`config.mk`:
```
export PLATFORM = sky130hd
export DESIGN_NAME = btn_gesture_decoder
export DESIGN_NICKNAME = d
export VERILOG_FILES = /design/src/rtl/btn_gesture_decoder.sv
export SDC_FILE = /design/constraint.sdc
export NUM_CORES = 1
export LEC_CHECK = 0
export ABC_AREA = 1
export CAP_MARGIN = 20
export CORE_ASPECT_RATIO = 1.25
export CORE_MARGIN = 5
export CORE_UTILIZATION = 50
export CTS_CLUSTER_SIZE = 20
export DETAILED_ROUTE_END_ITERATION = 7
export PLACE_DENSITY = 0.66
export SLEW_MARGIN = 10
export SYNTH_ARGS = -nofsm -noshare
export SYNTH_HDL_FRONTEND = slang
export SYNTH_SLANG_ARGS = --single-unit
```
`constraint.sdc`:
```
create_clock -name clk -period 3 [get_ports clk]
set_clock_uncertainty 0.05 [all_clocks]
set_input_delay 0.45 -clock clk [delete_from_list [all_inputs] [get_ports clk]]
set_output_delay 0.45 -clock clk [all_outputs]
set_load 0.03 [all_outputs]
```
`src/rtl/btn_gesture_decoder.sv`:
```
// btn_gesture_decoder: classifies press/release pulses into short, long and double-click gestures.
// GESTURE_DOUBLE_EN enables the double-click path (WAIT2/DRAIN); otherwise a release yields o_short at once.
module btn_gesture_decoder #(
  parameter int LONG_CYCLES       = 100_000_000,
  parameter int DOUBLE_GAP_CYCLES = 30_000_000,
  parameter int CNT_W             = 27
) (
  input  logic clk,
  input  logic rst_n,
  input  logic i_ondn,
  input  logic i_onup,
  output logic o_short,
  output logic o_long,
  output logic o_double,
  output logic o_held,
  output logic o_busy
);
  typedef enum logic [2:0] {IDLE, PRESS1, WAIT2, DRAIN, LONG} state_t;
  localparam logic [CNT_W-1:0] LONG_M1 = CNT_W'(LONG_CYCLES - 1);
  if (LONG_CYCLES < 2 || DOUBLE_GAP_CYCLES < 2 || (LONG_CYCLES >> CNT_W) != 0 ||
      (DOUBLE_GAP_CYCLES >> CNT_W) != 0) begin : g_param_check
    $error("btn_gesture_decoder: invalid LONG_CYCLES/DOUBLE_GAP_CYCLES/CNT_W");
  end
  state_t state_q, state_d;
  logic [CNT_W-1:0] cnt_q, cnt_d;
  logic short_q, short_d, long_q, long_d, double_q, double_d, held_q, held_d, busy_q, busy_d;
  logic dn, up, long_hit;
  // simultaneous press and release is a protocol violation; drop both
  assign dn = i_ondn & ~i_onup;
  assign up = i_onup & ~i_ondn;
  assign long_hit = cnt_q == LONG_M1;
`ifdef GESTURE_DOUBLE_EN
  localparam logic [CNT_W-1:0] GAP_M1 = CNT_W'(DOUBLE_GAP_CYCLES - 1);
  logic gap_hit;
  assign gap_hit = cnt_q == GAP_M1;
`endif
  always_ff @(posedge clk or negedge rst_n) begin
    if (!rst_n) begin
      state_q  <= IDLE;
      cnt_q    <= '0;
      short_q  <= 1'b0;
      long_q   <= 1'b0;
      double_q <= 1'b0;
      held_q   <= 1'b0;
      busy_q   <= 1'b0;
    end else begin
      state_q  <= state_d;
      cnt_q    <= cnt_d;
      short_q  <= short_d;
      long_q   <= long_d;
      double_q <= double_d;
      held_q   <= held_d;
      busy_q   <= busy_d;
    end
  end
  always_comb begin
    state_d = state_q;
    case (state_q)
      IDLE:   if (dn) state_d = PRESS1;
`ifdef GESTURE_DOUBLE_EN
      PRESS1: state_d = up ? WAIT2 : long_hit ? LONG : PRESS1;
      WAIT2:  state_d = dn ? DRAIN : gap_hit ? IDLE : WAIT2;
      DRAIN:  if (up) state_d = IDLE;
`else
      PRESS1: state_d = up ? IDLE : long_hit ? LONG : PRESS1;
`endif
      LONG:   if (up) state_d = IDLE;
      default: state_d = IDLE;
    endcase
  end
  always_comb begin
    cnt_d    = (state_d != state_q) ? '0 : (&cnt_q ? cnt_q : cnt_q + 1'b1);
`ifdef GESTURE_DOUBLE_EN
    short_d  = state_q == WAIT2 && !dn && gap_hit;
    double_d = state_q == WAIT2 && dn;
`else
    short_d  = state_q == PRESS1 && up;
    double_d = 1'b0;
`endif
    long_d   = state_q == PRESS1 && !up && long_hit;
    held_d   = state_d == LONG;
    busy_d   = state_d != IDLE;
  end
  assign o_short  = short_q;
  assign o_long   = long_q;
  assign o_double = double_q;
  assign o_held   = held_q;
  assign o_busy   = busy_q;
endmodule

```
Word level (Yosys, flattened, before mapping)
Index checks and enable logic that the tools add are counted.
- bits in registers: 34
- bits of input ports: 4
- output and inout bits: 5
- $add $sub $neg: 1
- eq/ne operators: 6
- mux-type cells: 7
- bitwise gates (word level): 4
- reduce and logical (&&, ||, !) cells: 7
- operator list (kind ; count):
    $mux 27 ; 2
    $add 27x1->27 const B ; 1
    $eq 27x27->1 const B ; 1
    $reduce_and 27->1 ; 1
    $mux 3 ; 4
    $pmux 3 s3 ; 1
    $eq 3x3->1 const B ; 2
    $eq 3x1->1 const B ; 1
    $logic_and 1x1->1 ; 3
    $logic_not 3->1 ; 1
    $ne 3x3->1 ; 1
    $reduce_bool 3->1 ; 1
    $and 1x1->1 ; 2
    $ne 2x2->1 const B ; 1
    $not 1->1 ; 2
    $logic_not 1->1 ; 1

Depth between registers and ports, before layout
Gate-level depths: netlist of the first run.
- word-level depth: 6
- gate-level depth with buffers: 12
- depth with buffers taken out: 12

Worst setup path after synthesis of the first run
Ideal clock, no wire load.
- path kind: register to register
- start: register cnt_q[0]
- end: register cnt_q[15]
- setup time: 0.119 ns
- data arrival time: 1.710 ns
- slack: 1.121 ns
- stages on the path, launching flop included: 13
- path buffers: 2
- path through: dfrtp_1 > ha_1 > inv_2 > nor2_4 > nand2_4 > nor2_4 > nand2_1 > nand2_1 > o21ai_2 > buf_6 > buf_12 > nand3_2 > nand2_1
- longest elaborated chain between the ends: 6
- elaborated cells on any way between the ends: 10
- RTL lines (what ; line ; source):
    start, declared ; 25 ; logic [CNT_W-1:0] cnt_q, cnt_d;
    start signal, assigned ; 48 ; cnt_q <= cnt_d;
    $eq 27x27->1 ; 31 ; assign long_hit = cnt_q == LONG_M1;
    $mux 3 (2 in series) ; 65 ; PRESS1: state_d = up ? IDLE : long_hit ? LONG : PRESS1;
    $pmux 3 s3 ; 58 ; case (state_q)
    $ne 3x3->1 ; 72 ; cnt_d = (state_d != state_q) ? '0 : (&cnt_q ? cnt_q : cnt_q + 1'b1);
    $ne 2x2->1 (no line) or $mux 27 (tied branches) ; -- ;
Parallel ways exist; a longest one is shown, timed or not. The select of a mux whose other input is x is not followed.
A chain may end at the register's enable or synchronous reset.

Final worst setup path of the first run
- start: register cnt_q[0]
- end: register cnt_q[16]
Same word-level chain as after synthesis.

==> results of run 1 <==
kinds of logic (layout without fill, tap and decap cells):
family,Yosys count,after routing,share of synthesized area [%]
AO/OA/AOI/OAI,9,9,2.381
XOR/XNOR,11,11,4.263
adder cells (fa/ha/maj),1,1,0.5536
buffers and inverters,51,63,10.52
flip-flops,34,34,37.65
other,1,2,0.1660
AND/OR/NAND/NOR,219,219,44.46
metrics by stage:
step	power, W	std cells	hold slack, ns
6_report	0.0008944	397	0.4675
5_1_grt	0.0009358	397	0.5029
4_1_cts	0.0009027	397	0.4703
3_5_place_dp	0.0005468	389	0.4510
3_3_place_gp	0.0005463	389	0.4425
2_1_floorplan	0.0005300	327	0.1044
cell usage after synthesis (2+ instances only):
| library cell | n | area [µm²] |
|---|---|---|
| a21oi_1 | 3 | 15.01 |
| buf_4 | 2 | 15.01 |
| buf_6 | 3 | 33.78 |
| dfrtp_1 | 34 | 850.8 |
| inv_1 | 43 | 161.4 |
| inv_2 | 2 | 7.510 |
| nand2_1 | 106 | 397.9 |
| nand2_2 | 2 | 12.51 |
| nand3_1 | 25 | 125.1 |
| nand3_2 | 13 | 130.1 |
| nand4_1 | 6 | 37.54 |
| nor2_1 | 54 | 202.7 |
| nor2_4 | 3 | 33.78 |
| nor3_1 | 3 | 15.01 |
| nor4_1 | 2 | 12.51 |
| o21ai_0 | 3 | 15.01 |
| or2_2 | 2 | 12.51 |
| xor2_1 | 11 | 96.34 |
flip-flops by register name, summed over array words and instances (netlist names):
name / flops
o_held: 1
o_long: 1
cnt_q: 27
o_busy: 1
state_q: 3
o_short: 1
cell type report:
cell class,count,area [µm²],share of cell area (%)
multi-input cells,242,1180,48.04
clock buffers,7,86.33,3.515
clock inverters,1,5.005,0.2038
inverters,45,168.9,6.877
well taps,58,72.57,2.955
repair buffers,10,92.59,3.770
flip-flops and latches,34,850.8,34.64
per-layer routing:
metal / vias to the layer above / wire (µm) / global-route usage [%]
met3: 18 / 261 / 3.318
met1: 892 / 2383 / 23.05
met4: 0 / 156 / 7.840
met5: - / 0 / 0
met2: 64 / 2483 / 31.21
li1: 1029 / - / -
critical path, stage by stage (launching register included):
cell,delay [ns]
dfrtp_1,0.45
ha_1,0.32
inv_2,0.11
nor2_4,0.06
nand2_4,0.11
nor2_4,0.05
nand3_2,0.10
nand2_2,0.07
nor2_4,0.44
nand3_2,0.43
nand2_1,0.16
report_power, final:
group | switching (W) | internal, W
registers | 0.00000592 | 0.000464
logic | 0.0000483 | 0.0000193
clock network | 0.000171 | 0.000185
cell usage in the layout, fill, tap and decap left out, types with 3 or more instances in the layout:
cell               n
clkbuf_8           6
nand2_1          106
nand4_1            6
a21oi_1            3
nand3_2           13
o21ai_0            3
inv_1             43
nor2_1            54
nand3_1           25
nor2_4             4
dfrtp_1           34
nor3_1             3
xor2_1            11
buf_4              3
clkdlybuf4s50_1    7
worst paths after layout:
path | endpoint | slack, ns | depth (start not counted)
hold reg to reg | cnt_q[26]$_DFFE_PN0P_ | 0.47 | 2
min in group asynchronous | cnt_q[2]$_DFFE_PN0P_ | 0.63 | 1
max in group asynchronous | cnt_q[10]$_DFFE_PN0P_ | 1.60 | 2
hold / removal | cnt_q[26]$_DFFE_PN0P_ | 0.47 | 2
setup / recovery | cnt_q[16]$_DFFE_PN0P_ | 0.55 | 10
setup reg to reg | cnt_q[16]$_DFFE_PN0P_ | 0.55 | 10
==> summary.md, run 1 <==
| Metric | Value |
|---|---|
| Setup TNS Final | 0 ns |
| Area Growth Syn to Fin | 8.693% |
| Hold Startpoint | cnt_q[26]$_DFFE_PN0P_ |
| Worst VDD drop | 0.2907 mV |
| Initial DRC count | 114 |
| Number of distinct library cells after synthesis | 27 |
| Vias in the first global route | 1,908 |
| CP Class | flip-flop to flip-flop |
| Worst-Margin Slew | 0.9122 ns |
| Crit path time final | 2.445 ns |
| Crit. Startpoint | cnt_q[0]$_DFFE_PN0P_ |
| Total CTS buffers | 5 |
| LEAKAGE | 1.269 nW |
| First-pass GRT wire length | 8687 µm |
| Worst EP arrival | 2.60 ns |
| Vias per cell | 5.045 |
| Wirelength per Cell | 13.31 µm |
| Layout cells sized above 1 | 10.62% |
| Root buffer cell | clkbuf_8 |
| NumNets Final | 343 |
| Post-route cell area | 2456 µm² |
| Rows | 27 |
| Register area share after synthesis | 37.65% |
| Reg clk slew, reported paths | 0.08 ns |
| Post-Syn Area per Cell | 6.931 µm² |
| CTS H-tree lvls | 2 |
| DRC | 0 |
| Hold Crit Class | flip-flop to flip-flop |
| Die height | 85.16 µm |
| Worst-skew pair later-pin latency | 0.29 ns |
| EDFF count, synth | 0 |
| Layout Utilization | 55.93% |
| Main flop type after synthesis | dfrtp_1 |
| CTS resizes | 0 |
| Drt total wl | 5285 µm |
| Setup Buffers After CTS | 0 |
| Full die area | 5972 µm² |
| Die width | 70.13 µm |
| Flops & latches, synth | 34 |
| CP startpoint kind | flip-flop |
| Hpwl dp | 4081 µm |
| Post-synthesis instance area | 2260 µm² |
| PD cells | 364.1 nW/µm² |
| Area after DPL | 2360 µm² |
| Fmax | 0.4089 GHz |
| Core area | 4392 µm² |
| Max FO, Critical Path | 20 |
| RePlAce Congestion | 0.9803 |
| Fillers | 435 |
| Final ANT Viol Nets | 0 |
| CTS Buffer Depth | 2 |
| Final Hold Vio Count | 0 |
| Required @ worst endpoint | 3.16 ns |
| RSZ-0062 raised after global routing | no |
| Tcrit/Tclk final | 81.51% |
| Max-cap violation count | 0 |
| Vias | 2,003 |
| Place WS | 0.1864 ns |
| Pre-antenna DRT Iters | 4 |
| Warnings from Yosys | 0 |
| I/O Buffers | 7 |
| Final setup margin | 0.5546 ns |
| Status | finished, final reports clean |
| Number of diodes | 0 |
| Largest net degree at the start of global routing | 21 |
| All-Layer GR Usage | 18.45% |
| Final setup violation count | 0 |
| CP endpoint kind | flip-flop |
| Hold buffers post-CTS | 0 |
| IO Pins | 9 |
| Clk sink count | 34 |
| Post-Syn Instances | 326 |
| Reg2Reg Launch Point | cnt_q[0]$_DFFE_PN0P_ |
| Fin. max-slew vios | 0 |
| TritonCTS clock tree | built |
| Ys async rst share | 100.0% |
| Initial core utilization | 51.45% |
| Max-slew headroom | 38.99% |
| Initial antenna violation count | 0 |
| GR Overflow Total | 0 |
No activity file was read; power rests on OpenSTA's default activity.
==> run 2: changes to the inputs <==
==> constraint.sdc (replaced) <==
create_clock -name clk -period 2.25 [get_ports clk]
set_clock_uncertainty 0.05 [all_clocks]
set_input_delay 0.3375 -clock clk [delete_from_list [all_inputs] [get_ports clk]]
set_output_delay 0.3375 -clock clk [all_outputs]
set_load 0.03 [all_outputs]
==> summary.md, run 2 (same netlist as run 1, synthesis figures left out) <==
| Metric | Value |
|---|---|
| Status | finished, final reports clean |
| Worst VDD drop | 0.3955 mV |
| Setup TNS Final | 0 ns |
| Largest regs | cnt_q: 27 flops, state_q: 3 flops |
| CTS Buffer Depth | 2 |
| Initial DRC count | 119 |
| Full die area | 5972 µm² |
| Final hold slack | 0.4160 ns |
| Required @ worst endpoint | 2.36 ns |
| Area Growth Syn to Fin | 9.136% |
| TritonCTS clock tree | built |
| CTS resizes | 0 |
| Vias per cell | 4.945 |
| Pre-antenna DRT Iters | 5 |
| Initial antenna violation count | 0 |
| DRC | 0 |
| Vias | 1,973 |
| Root buffer cell | clkbuf_8 |
| I/O Buffers | 7 |
| CP Class | flip-flop to flip-flop |
| R2R Setup Slk | 0.31 ns |
| Hold buffers post-CTS | 0 |
| Final ANT Viol Nets | 0 |
| Layout cells sized above 1 | 11.14% |
| Core area | 4392 µm² |
| Most frequent cells in the layout | nand2_1, nor2_1, inv_1 |
| Reg clk slew, reported paths | 0.07 ns |
| Die width | 70.13 µm |
| Max FO, Critical Path | 18 |
| PD cells | 485.5 nW/µm² |
| Max-cap violation count | 0 |
| Vias in the first global route | 1,937 |
| Number of diodes | 0 |
| Total CTS buffers | 5 |
| Max FFs per register | 27 |
| Hpwl dp | 3769 µm |
| Clk sink count | 34 |
| Wirelength per Cell | 12.62 µm |
| LEAKAGE | 1.278 nW |
| Initial core utilization | 51.45% |
| Final Hold Vio Count | 0 |
| Rows | 27 |
| Most common cell after layout, fill and taps aside | nand2_1 |
| Drt total wl | 5037 µm |
| First-pass GRT wire length | 8832 µm |
| Layout Utilization | 56.15% |
| Largest net degree at the start of global routing | 35 |
| Final setup violation count | 0 |
| Fmax | 0.5162 GHz |
| Crit path time final | 1.937 ns |
| GR Overflow Total | 0 |
| CP startpoint kind | flip-flop |
| CP endpoint kind | flip-flop |
| Fin. max-slew vios | 0 |
| Worst-skew pair later-pin latency | 0.29 ns |
| Hold Crit Class | input pin to asynchronous set/reset pin |
| NumNets Final | 345 |
| RePlAce Congestion | 0.9425 |
| Tcrit/Tclk final | 86.10% |
| All-Layer GR Usage | 18.67% |
| Top reg by flops | cnt_q |
| CTS H-tree lvls | 2 |
| IO Pins | 9 |
| Worst EP arrival | 2.05 ns |
| Die height | 85.16 µm |
| RSZ-0062 raised after global routing | no |
| Setup Buffers After CTS | 0 |
## run 2: cell count changes in the layout (fill, tap and decap cells not counted), sizes merged
cell,delta
buf,+2
## run 2: worst paths after layout
path | end | cells past startpoint | from
min in group clk | cnt_q[26]$_DFFE_PN0P_ | 2 | cnt_q[26]$_DFFE_PN0P_
worst min-delay path | cnt_q[0]$_DFFE_PN0P_ | 2 | rst_n
worst min register to register | cnt_q[26]$_DFFE_PN0P_ | 2 | cnt_q[26]$_DFFE_PN0P_
worst max register to register | cnt_q[10]$_DFFE_PN0P_ | 11 | cnt_q[1]$_DFFE_PN0P_
worst max-delay path | cnt_q[10]$_DFFE_PN0P_ | 11 | cnt_q[1]$_DFFE_PN0P_
max in group asynchronous | cnt_q[13]$_DFFE_PN0P_ | 2 | rst_n
## run 2: final cells by class
| class | count | area (µm²) |
|---|---|---|
| timing repair buffer | 12 | 107.6 |
| clock inverter | 1 | 5.005 |
| fill | 425 | 1926 |
| clock buffer | 7 | 86.33 |
| tap | 58 | 72.57 |
| multi-input combinational | 242 | 1175 |
| sequential | 34 | 850.8 |
| inverter | 45 | 168.9 |
## run 2: where the power goes
| group | leakage [nW] | internal (W) | switching, W |
|---|---|---|---|
| combinational | 0.760 | 0.0000285 | 0.0000671 |
| sequential | 0.470 | 0.000619 | 0.00000598 |
| clock | 0.0482 | 0.000247 | 0.000230 |
## run 2: layer usage
layer / GRT usage [%] / wire length [µm]
met4: 8.885 / 150
met3: 4.265 / 187
met1: 23.74 / 2311
met2: 29.92 / 2387
met5: 0 / 0
## run 2: worst max-delay path, stage by stage (launching register included)
cell and delay (ns):
dfrtp_1 0.39, ha_1 0.20, inv_2 0.06, nor2_4 0.22, nand2_4 0.12, nor2_4 0.12
nand3_2 0.12, nand2_2 0.09, nor2_2 0.05, buf_4 0.22, nand3_1 0.10, nand2_1 0.06
## run 2: through the flow
step                      cell area (µm²)  setup slack, ns  cells  total power (W)
after floorplan                      2263           0.3706    327        0.0007066
after global placement               2375           0.2964    391        0.0007331
after detailed placement             2375           0.2569    391        0.0007337
after CTS                            2466           0.3074    399         0.001211
after global routing                 2466           0.1544    399         0.001261
final                                2466           0.3127    399         0.001197
